--- src/rtl/sc_sched_ctrl_pkg.sv ---
// Shared definitions for the SC schedule controller and the process unit.
// Opcode values, instruction field layout and the default tree depth.
package sc_sched_ctrl_pkg;

    localparam int N_LOG_DEF = 3;
    localparam int OP_W      = 2;

    typedef enum logic [1:0] {
        OP_F    = 2'b00,
        OP_G    = 2'b01,
        OP_COMB = 2'b10,
        OP_LEAF = 2'b11
    } op_e;

    typedef enum logic [2:0] {
        S_IDLE,
        S_DESC,
        S_LEAF,
        S_COMB,
        S_DONE
    } state_e;

    function automatic int stg_w_f(int n_log);
        return (n_log <= 1) ? 1 : $clog2(n_log);
    endfunction

    // inst = {op, stage, leaf}; leaf sits at bit 0
    function automatic int stg_lsb_f(int n_log);
        return n_log;
    endfunction

    function automatic int op_lsb_f(int n_log);
        return n_log + stg_w_f(n_log);
    endfunction

    function automatic int inst_w_f(int n_log);
        return OP_W + stg_w_f(n_log) + n_log;
    endfunction

endpackage

--- src/rtl/sc_sched_ctrl_tz_count.sv ---
// Combinational trailing-zero counter; an all-zero input yields N_LOG.
module tz_count #(
    parameter int N_LOG = 3,
    parameter int STG_W = 2
) (
    input  logic [N_LOG-1:0] i_val,
    output logic [STG_W:0]   o_cnt
);

    always_comb begin
        o_cnt = (STG_W+1)'(N_LOG);
        for (int k = N_LOG - 1; k >= 0; k--) begin
            if (i_val[k]) o_cnt = (STG_W+1)'(k);
        end
    end

endmodule

--- src/rtl/sc_sched_ctrl.sv ---
// Successive-cancellation schedule controller: walks the SC tree and
// issues F/G/COMB/LEAF instructions, forming bit decisions at leaves.
module sc_sched_ctrl
    import sc_sched_ctrl_pkg::*;
#(
    parameter int N_LOG  = N_LOG_DEF,
    parameter int STG_W  = stg_w_f(N_LOG),
    parameter int INST_W = OP_W + STG_W + N_LOG
) (
    input  logic                clk,
    input  logic                rst_n,
    input  logic                start,
    input  logic [(1<<N_LOG)-1:0] frozen,
    output logic                busy,
    output logic                done,
    output logic                inst_valid,
    output logic [INST_W-1:0]   inst,
    input  logic                pu_ready,
    input  logic                llr_sign,
    output logic [(1<<N_LOG)-1:0] u_hat
);

    localparam int N = 1 << N_LOG;

    state_e             r_state;
    op_e                r_op;
    logic [STG_W-1:0]   r_stg;
    logic [N_LOG-1:0]   r_i;
    logic [N-1:0]       r_frozen;
    logic [N-1:0]       r_u_hat;
    logic               r_valid;
    logic               r_busy;
    logic               r_done;

    logic               w_acc;
    logic               w_last;
    logic               w_comb_end;
    logic [N_LOG-1:0]   w_i_inc;
    logic [STG_W:0]     w_tz;

    assign w_acc   = r_valid & pu_ready;
    assign w_last  = &r_i;
    assign w_i_inc = r_i + N_LOG'(1);

    tz_count #(
        .N_LOG (N_LOG),
        .STG_W (STG_W)
    ) u_tz (
        .i_val (w_i_inc),
        .o_cnt (w_tz)
    );

    // combining stops one stage below where the next G is issued
    assign w_comb_end = ({1'b0, r_stg} == (w_tz - (STG_W+1)'(1)));

    always_ff @(posedge clk or negedge rst_n) begin
        if (!rst_n) begin
            r_state  <= S_IDLE;
            r_op     <= OP_F;
            r_stg    <= '0;
            r_i      <= '0;
            r_frozen <= '0;
            r_u_hat  <= '0;
            r_valid  <= 1'b0;
            r_busy   <= 1'b0;
            r_done   <= 1'b0;
        end else begin
            unique case (r_state)
                S_IDLE: begin
                    if (start) begin
                        r_frozen <= frozen;
                        r_u_hat  <= '0;
                        r_i      <= '0;
                        r_stg    <= STG_W'(N_LOG - 1);
                        r_op     <= OP_F;
                        r_valid  <= 1'b1;
                        r_busy   <= 1'b1;
                        r_state  <= S_DESC;
                    end
                end
                S_DESC: begin
                    if (w_acc) begin
                        if (r_stg == '0) begin
                            r_op    <= OP_LEAF;
                            r_state <= S_LEAF;
                        end else begin
                            r_stg <= r_stg - STG_W'(1);
                            r_op  <= OP_F;
                        end
                    end
                end
                S_LEAF: begin
                    if (w_acc) begin
                        r_u_hat[r_i] <= ~r_frozen[r_i] & llr_sign;
                        if (w_last) begin
                            r_valid <= 1'b0;
                            r_busy  <= 1'b0;
                            r_done  <= 1'b1;
                            r_state <= S_DONE;
                        end else if (w_tz == '0) begin
                            r_i     <= w_i_inc;
                            r_op    <= OP_G;
                            r_stg   <= '0;
                            r_state <= S_DESC;
                        end else begin
                            r_op    <= OP_COMB;
                            r_stg   <= '0;
                            r_state <= S_COMB;
                        end
                    end
                end
                S_COMB: begin
                    if (w_acc) begin
                        if (w_comb_end) begin
                            r_i     <= w_i_inc;
                            r_op    <= OP_G;
                            r_stg   <= w_tz[STG_W-1:0];
                            r_state <= S_DESC;
                        end else begin
                            r_stg <= r_stg + STG_W'(1);
                        end
                    end
                end
                S_DONE: begin
                    r_done  <= 1'b0;
                    r_state <= S_IDLE;
                end
                default: r_state <= S_IDLE;
            endcase
        end
    end

    assign busy       = r_busy;
    assign done       = r_done;
    assign inst_valid = r_valid;
    assign inst       = {r_op, r_stg, r_i};
    assign u_hat      = r_u_hat;

endmodule

--- config.mk ---
export PLATFORM = sky130hd
export DESIGN_NAME = sc_sched_ctrl
export DESIGN_NICKNAME = d
export VERILOG_FILES = /design/src/rtl/sc_sched_ctrl_pkg.sv /design/src/rtl/sc_sched_ctrl_tz_count.sv /design/src/rtl/sc_sched_ctrl.sv
export SDC_FILE = /design/constraint.sdc
export NUM_CORES = 1
export LEC_CHECK = 0
export CORE_MARGIN = 5
export CORE_UTILIZATION = 33
export DETAILED_ROUTE_END_ITERATION = 8
export SETUP_SLACK_MARGIN = 0.1
export SYNTH_ARGS = -nofsm -noshare
export SYNTH_HDL_FRONTEND = slang
export SYNTH_SLANG_ARGS = --single-unit
--- constraint.sdc ---
create_clock -name clk -period 3.3 [get_ports clk]
set_clock_uncertainty 0.2 [all_clocks]
set_input_delay 0.495 -clock clk [delete_from_list [all_inputs] [get_ports clk]]
set_output_delay 0.495 -clock clk [all_outputs]
set_load 0.1 [all_outputs]
======== After elaboration in Yosys (flattened, before gate mapping) ========
Index checks and enable logic that the tools add are counted.
word-level totals
  output and inout bits ................... 18
  logic and storage cells ................. 100
  bits in registers ....................... 28
  input port bits ......................... 13
operators by class
  equality and inequality tests ........... 15
  bitwise logic cells ..................... 3
  mux-type cells .......................... 51
  $lt $le $gt $ge ......................... 2
  add/subtract/negate cells ............... 4
  reduce and logical (&&, ||, !) cells .... 17
operator list
  kind                                                        count
  two-way mux 3 bit                                           13
  two-way mux 2 bit                                           18
  AND reduction 7 bit                                         3
  != test 2 bit, second input constant                        10
  two-way mux 8 bit                                           2
  one-hot mux 2 bit (4 select lines)                          2
  one-hot mux 8 bit (2 select lines)                          1
  one-hot mux 3 bit (4 select lines)                          1
  one-hot mux 3 bit (3 select lines)                          1
  AND reduction 3 bit                                         3
  bitwise mux 8 bit                                           1
  two-way mux 1 bit                                           8
  == test 3 x 2 -> 1 bit, second input constant               2
  zero test 3 bit                                             2
  AND reduction 6 bit                                         1
  less-than comparator 3 x 4 -> 1 bit, second input constant  1
  one-hot mux 1 bit (2 select lines)                          2
  AND reduction 4 bit                                         1
  nonzero test 2 bit                                          2
  nonzero test 4 bit                                          1
  adder 3 x 1 -> 3 bit, second input constant                 1
  binary-select mux 1 bit (select 3 bit)                      1
  demux 1 bit (select 3 bit)                                  1
  == test 2 x 3 -> 1 bit                                      1
  12 further kinds                                            13

======== Logic depth before layout (Yosys ltp) ========
Gate-level depths: netlist (run 1).
  depth in word-level cells ............... 9
  depth in mapped cells ................... 10
  gate-level depth less buffers ........... 10

======== Cells and area by module ========
A second synthesis (run 1) with hierarchy kept.
unflattened totals
  cells, all modules ...................... 185
  area total of the unflattened synthesis .. 1664.1 sq um
modules (own cells, without submodules)
  module         area each (sq um)  seq. area each (sq um)  cells an instance  instances
  sc_sched_ctrl  1636.6             700.7                   180                1
  tz_count       27.5               0.0                     5                  1

======== Worst setup path after synthesis (run 1) ========
Ideal clock, no wire load.
  path kind ............................... register -> register
  from .................................... reg r_i[1]
  to ...................................... reg r_op[1]
  cell stages (with the launch flop) ...... 11
  path slack .............................. -0.324 ns
  buffers on the path ..................... 0
  arrival time ............................ 3.296 ns
  cell sequence ........................... dfrtp_1 ha_1 ha_1 nand2b_1 nand2_1 ha_1 xnor2_1 a2111oi_4 a21oi_2 a2111oi_2 mux2_1
on the way
  cells in the longest elaborated chain, start to end .. 9
  elaborated cells on any way between the ends .. 15
  those cells by class .................... add/sub: 2; eq/ne: 3; mux: 7; reduce/logical: 3
RTL lines
  item                                                                          RTL line              text
  from (decl)                                                                   sc_sched_ctrl.sv:28   logic [N_LOG-1:0] r_i;
  from (signal assigned)                                                        sc_sched_ctrl.sv:101  r_i <= w_i_inc;
  from (signal assigned)                                                        sc_sched_ctrl.sv:115  r_i <= w_i_inc;
  parallel branches: the longest is 9 deep, another holds adder 3 x 1 -> 3 bit  --
  to (signal assigned)                                                          sc_sched_ctrl.sv:75   r_op <= OP_F;
  to (signal assigned)                                                          sc_sched_ctrl.sv:102  r_op <= OP_G;
  to (signal assigned)                                                          sc_sched_ctrl.sv:106  r_op <= OP_COMB;
  to (decl)                                                                     sc_sched_ctrl.sv:26   op_e r_op;
Parallel ways; which one is timed is not known. The select of a mux whose other input is x is not followed.
A chain may end at the register's enable or synchronous reset.

======== Worst setup path after layout (run 1) ========
  from .................................... reg r_i[0]
  to ...................................... reg r_op[1]
Same word-level chain as after synthesis.

==> results of run 1 <==
==> per-layer routing <==
metal / wire (µm) / GRT usage [%] / up-vias
li1: - / - / 637
met1: 1730 / 16.0 / 602
met2: 1540 / 16.8 / 26
met3: 144 / 1.81 / 4
met4: 38 / 4.12 / 0
met5: 0 / 0 / -
==> worst max-delay path, stage by stage, from the launching register on <==
cell and delay [ps]:
dfrtp_4 490, ha_1 220, ha_1 310, nand2b_1 100, nand2_1 60, ha_1 290
xnor2_1 160, a2111oi_4 290, a21oi_2 140, a2111oi_2 280, mux2_1 360
==> stage by stage <==
stage               hold WS, ps  cells  power (mW)  cell area, µm²
finish                      312    242        2.11            1960
detailed placement          301    238        1.86            1890
global route                330    242        2.23            1960
CTS                         323    242        2.13            1960
global placement            281    238        1.84            1890
floorplan                -0.591    160        1.60            1600
==> synth_stat cells, types with 2 or more instances <==
library cell / instances / area, µm²
dfrtp_1: 28 / 701
nand2_1: 17 / 63.8
o21ai_0: 17 / 85.1
nor2_1: 12 / 45.0
mux2_2: 8 / 90.1
a21oi_1: 7 / 35.0
inv_1: 6 / 22.5
mux2i_1: 5 / 50.1
nor3_1: 5 / 25.0
ha_1: 4 / 50.1
a31oi_1: 3 / 18.8
buf_2: 3 / 15.0
clkbuf_1: 3 / 11.3
nand3_1: 3 / 15.0
o31ai_2: 3 / 37.5
a2111oi_2: 2 / 30.0
buf_6: 2 / 22.5
nand2b_1: 2 / 12.5
nand4_1: 2 / 12.5
nor2b_1: 2 / 12.5
o31ai_1: 2 / 15.0
==> path summary, 6_finish.rpt <==
| kind | slack [ps] | to | from | cells after the start |
|---|---|---|---|---|
| hold reg to reg | 310 | r_op[1]$_DFFE_PN0P_ | r_op[1]$_DFFE_PN0P_ | 1 |
| min in group asynchronous | 490 | r_stg[0]$_DFFE_PN0P_ | rst_n | 1 |
| hold / removal | 310 | r_op[1]$_DFFE_PN0P_ | r_op[1]$_DFFE_PN0P_ | 1 |
| setup reg to reg | 290 | r_op[1]$_DFFE_PN0P_ | r_i[0]$_DFFE_PN0P_ | 10 |
| setup / recovery | 290 | r_op[1]$_DFFE_PN0P_ | r_i[0]$_DFFE_PN0P_ | 10 |
| max in group asynchronous | 1750 | u_hat[7]$_DFFE_PN0P_ | rst_n | 2 |
==> flip-flops by register name (all words and copies together), names as in the netlist <==
name / cells
done: 1
r_i: 3
r_frozen: 8
u_hat: 8
busy: 1
r_op: 2
r_stg: 2
r_state: 3
==> power by group <==
| part | switching [mW] | internal, mW | total [mW] |
|---|---|---|---|
| clock | 0.106 | 0.162 | 0.268 |
| sequential | 0.103 | 0.470 | 0.573 |
| combinational | 0.904 | 0.364 | 1.27 |
| total | 1.11 | 0.996 | 2.11 |
==> kinds of logic (layout without fill, tap and decap cells) <==
group	count (synthesis)	count (layout)	synth area share [%]
AND/OR/NAND/NOR	50	50	15.7
adder cells (fa/ha/maj)	4	4	3.15
AO/OA/AOI/OAI	46	46	21.2
multiplexers	14	14	9.53
flip-flops	28	28	44.1
XOR/XNOR	2	2	1.10
buffers and inverters	16	44	5.20
==> area by class of cell <==
cell class,instances,area [µm²],share of cell area [%]
clock inverters,1,30.0,1.53
inverters,7,26.3,1.34
well taps,54,67.6,3.45
repair buffers,33,278,14.2
flip-flops and latches,28,709,36.2
multi-input cells,116,806,41.2
clock buffers,3,41.3,2.11
==> qor.csv, run 1 <==
stage;metric;value;unit
setup_path;end_kind;flip-flop;
sta;fmax;0.332;GHz
sta;hold_violations;0;
global_routing;grt_pass1_vias;1146;
routing;viasPerCell;5.24;
setup_path;arrival;2970;ps
yosys;post_synth.cell_area_avg;9.93;µm²
clock_network;cts_setup_buffers;0;
yosys;syn_inst;160;
sta;finalSetupTns;0;ps
pwr;ir_drop;0.647;mV
run;drv_cap;0;
yosys;synth-seq-area-share;44.1;%
min_path;min_path_type;reg2reg;
sta;period_needed;3010;ps
sta;slew_viol_final;0;
sta;setup_ws;285;ps
global_routing;grt_max_degree;19;
clock_network;cts-htree-levels;1;
pwr;cellLeakagePower;0.818;nW
sta;slew_headroom;44.3;%
floorplan;die_w;79.4;µm
pwr;power_density;1080;nW/µm²
sta;final.period_utilization;91.4;%
sta;finalSetupViolations;0;
setup_path;crit_type;reg2reg;
placed_design;port_buffers;30;
layout;final_util;41.7;%
floorplan;core;4690;µm²
floorplan;die_h;79.4;µm
routing;vias;1269;
yosys;mappedNetlistArea;1590;µm²
layout;finalNetCount;206;
global_routing;grt_pass1_wl;5560;µm
placed_design;place_hpwl;2650;µm
placed_design;pre_cts_slack;289;ps
clock_network;root_buffer;clkbuf_8;
global_routing;grt_usage;11.1;%
layout;syn_to_final_growth;23.2;%
global_routing;antenna_found_initial;0;
floorplan;initial_utilization;33.9;%
setup_path;worst-path-max-fanout;5;
yosys;ys_types;45;
layout;fillCellCount;483;
yosys;synth_warnings;0;
layout;final_common_cell;dfrtp_1;
yosys;synthArstFlopShare;100;%
sta;worst_pin_slew;833;ps
status;status;completed;
routing;wl_per_cell;14.2;µm
routing;drtIter0Drc;56;
clock_network;ctsHoldBuffers;0;
routing;ant_nets;0;
floorplan;die_area;6300;µm²
layout;diodes;0;
layout;layout_common_cells;dfrtp_1 (25), buf_4 (21), nand2_1 (17), o21ai_0 (17);
sta;rsz0062_at_grt;false;
clock_network;clockBufferDepth;2;
clock_network;cts_resized;0;
setup_path;cp_data_required_time;3260;ps
yosys;ys.flop_type;dfrtp_1;
placed_design;place_congestion;0.795;
clock_network;clkLatencyLatePin;270;ps
routing;drt_wl_total;3450;µm
yosys;synth-seq-cells;28;
yosys;synth-edff-count;0;
clock_network;cts_tree;built;
floorplan;io_pins;31;
layout;drive_above_1_share;24.5;%
floorplan;std_cell_rows;25;
clock_network;clock_sinks;28;
global_routing;grt_overflow;0;
routing;drc_errors;0;
yosys;synth_fp_nets;177;
setup_path;start_kind;flip-flop;
clock_network;path_clk_slew;100;ps
routing;firstDrtPassIters;4;
clock_network;numCtsBuffers;3;
Power figures use the tool's default switching activity.
==> run 2: changes to the inputs <==
SKIP_LAST_GASP = 1   (was unset)
==> results of run 2 <==
Final layout, timing and power as in run 1 (identical DEF).
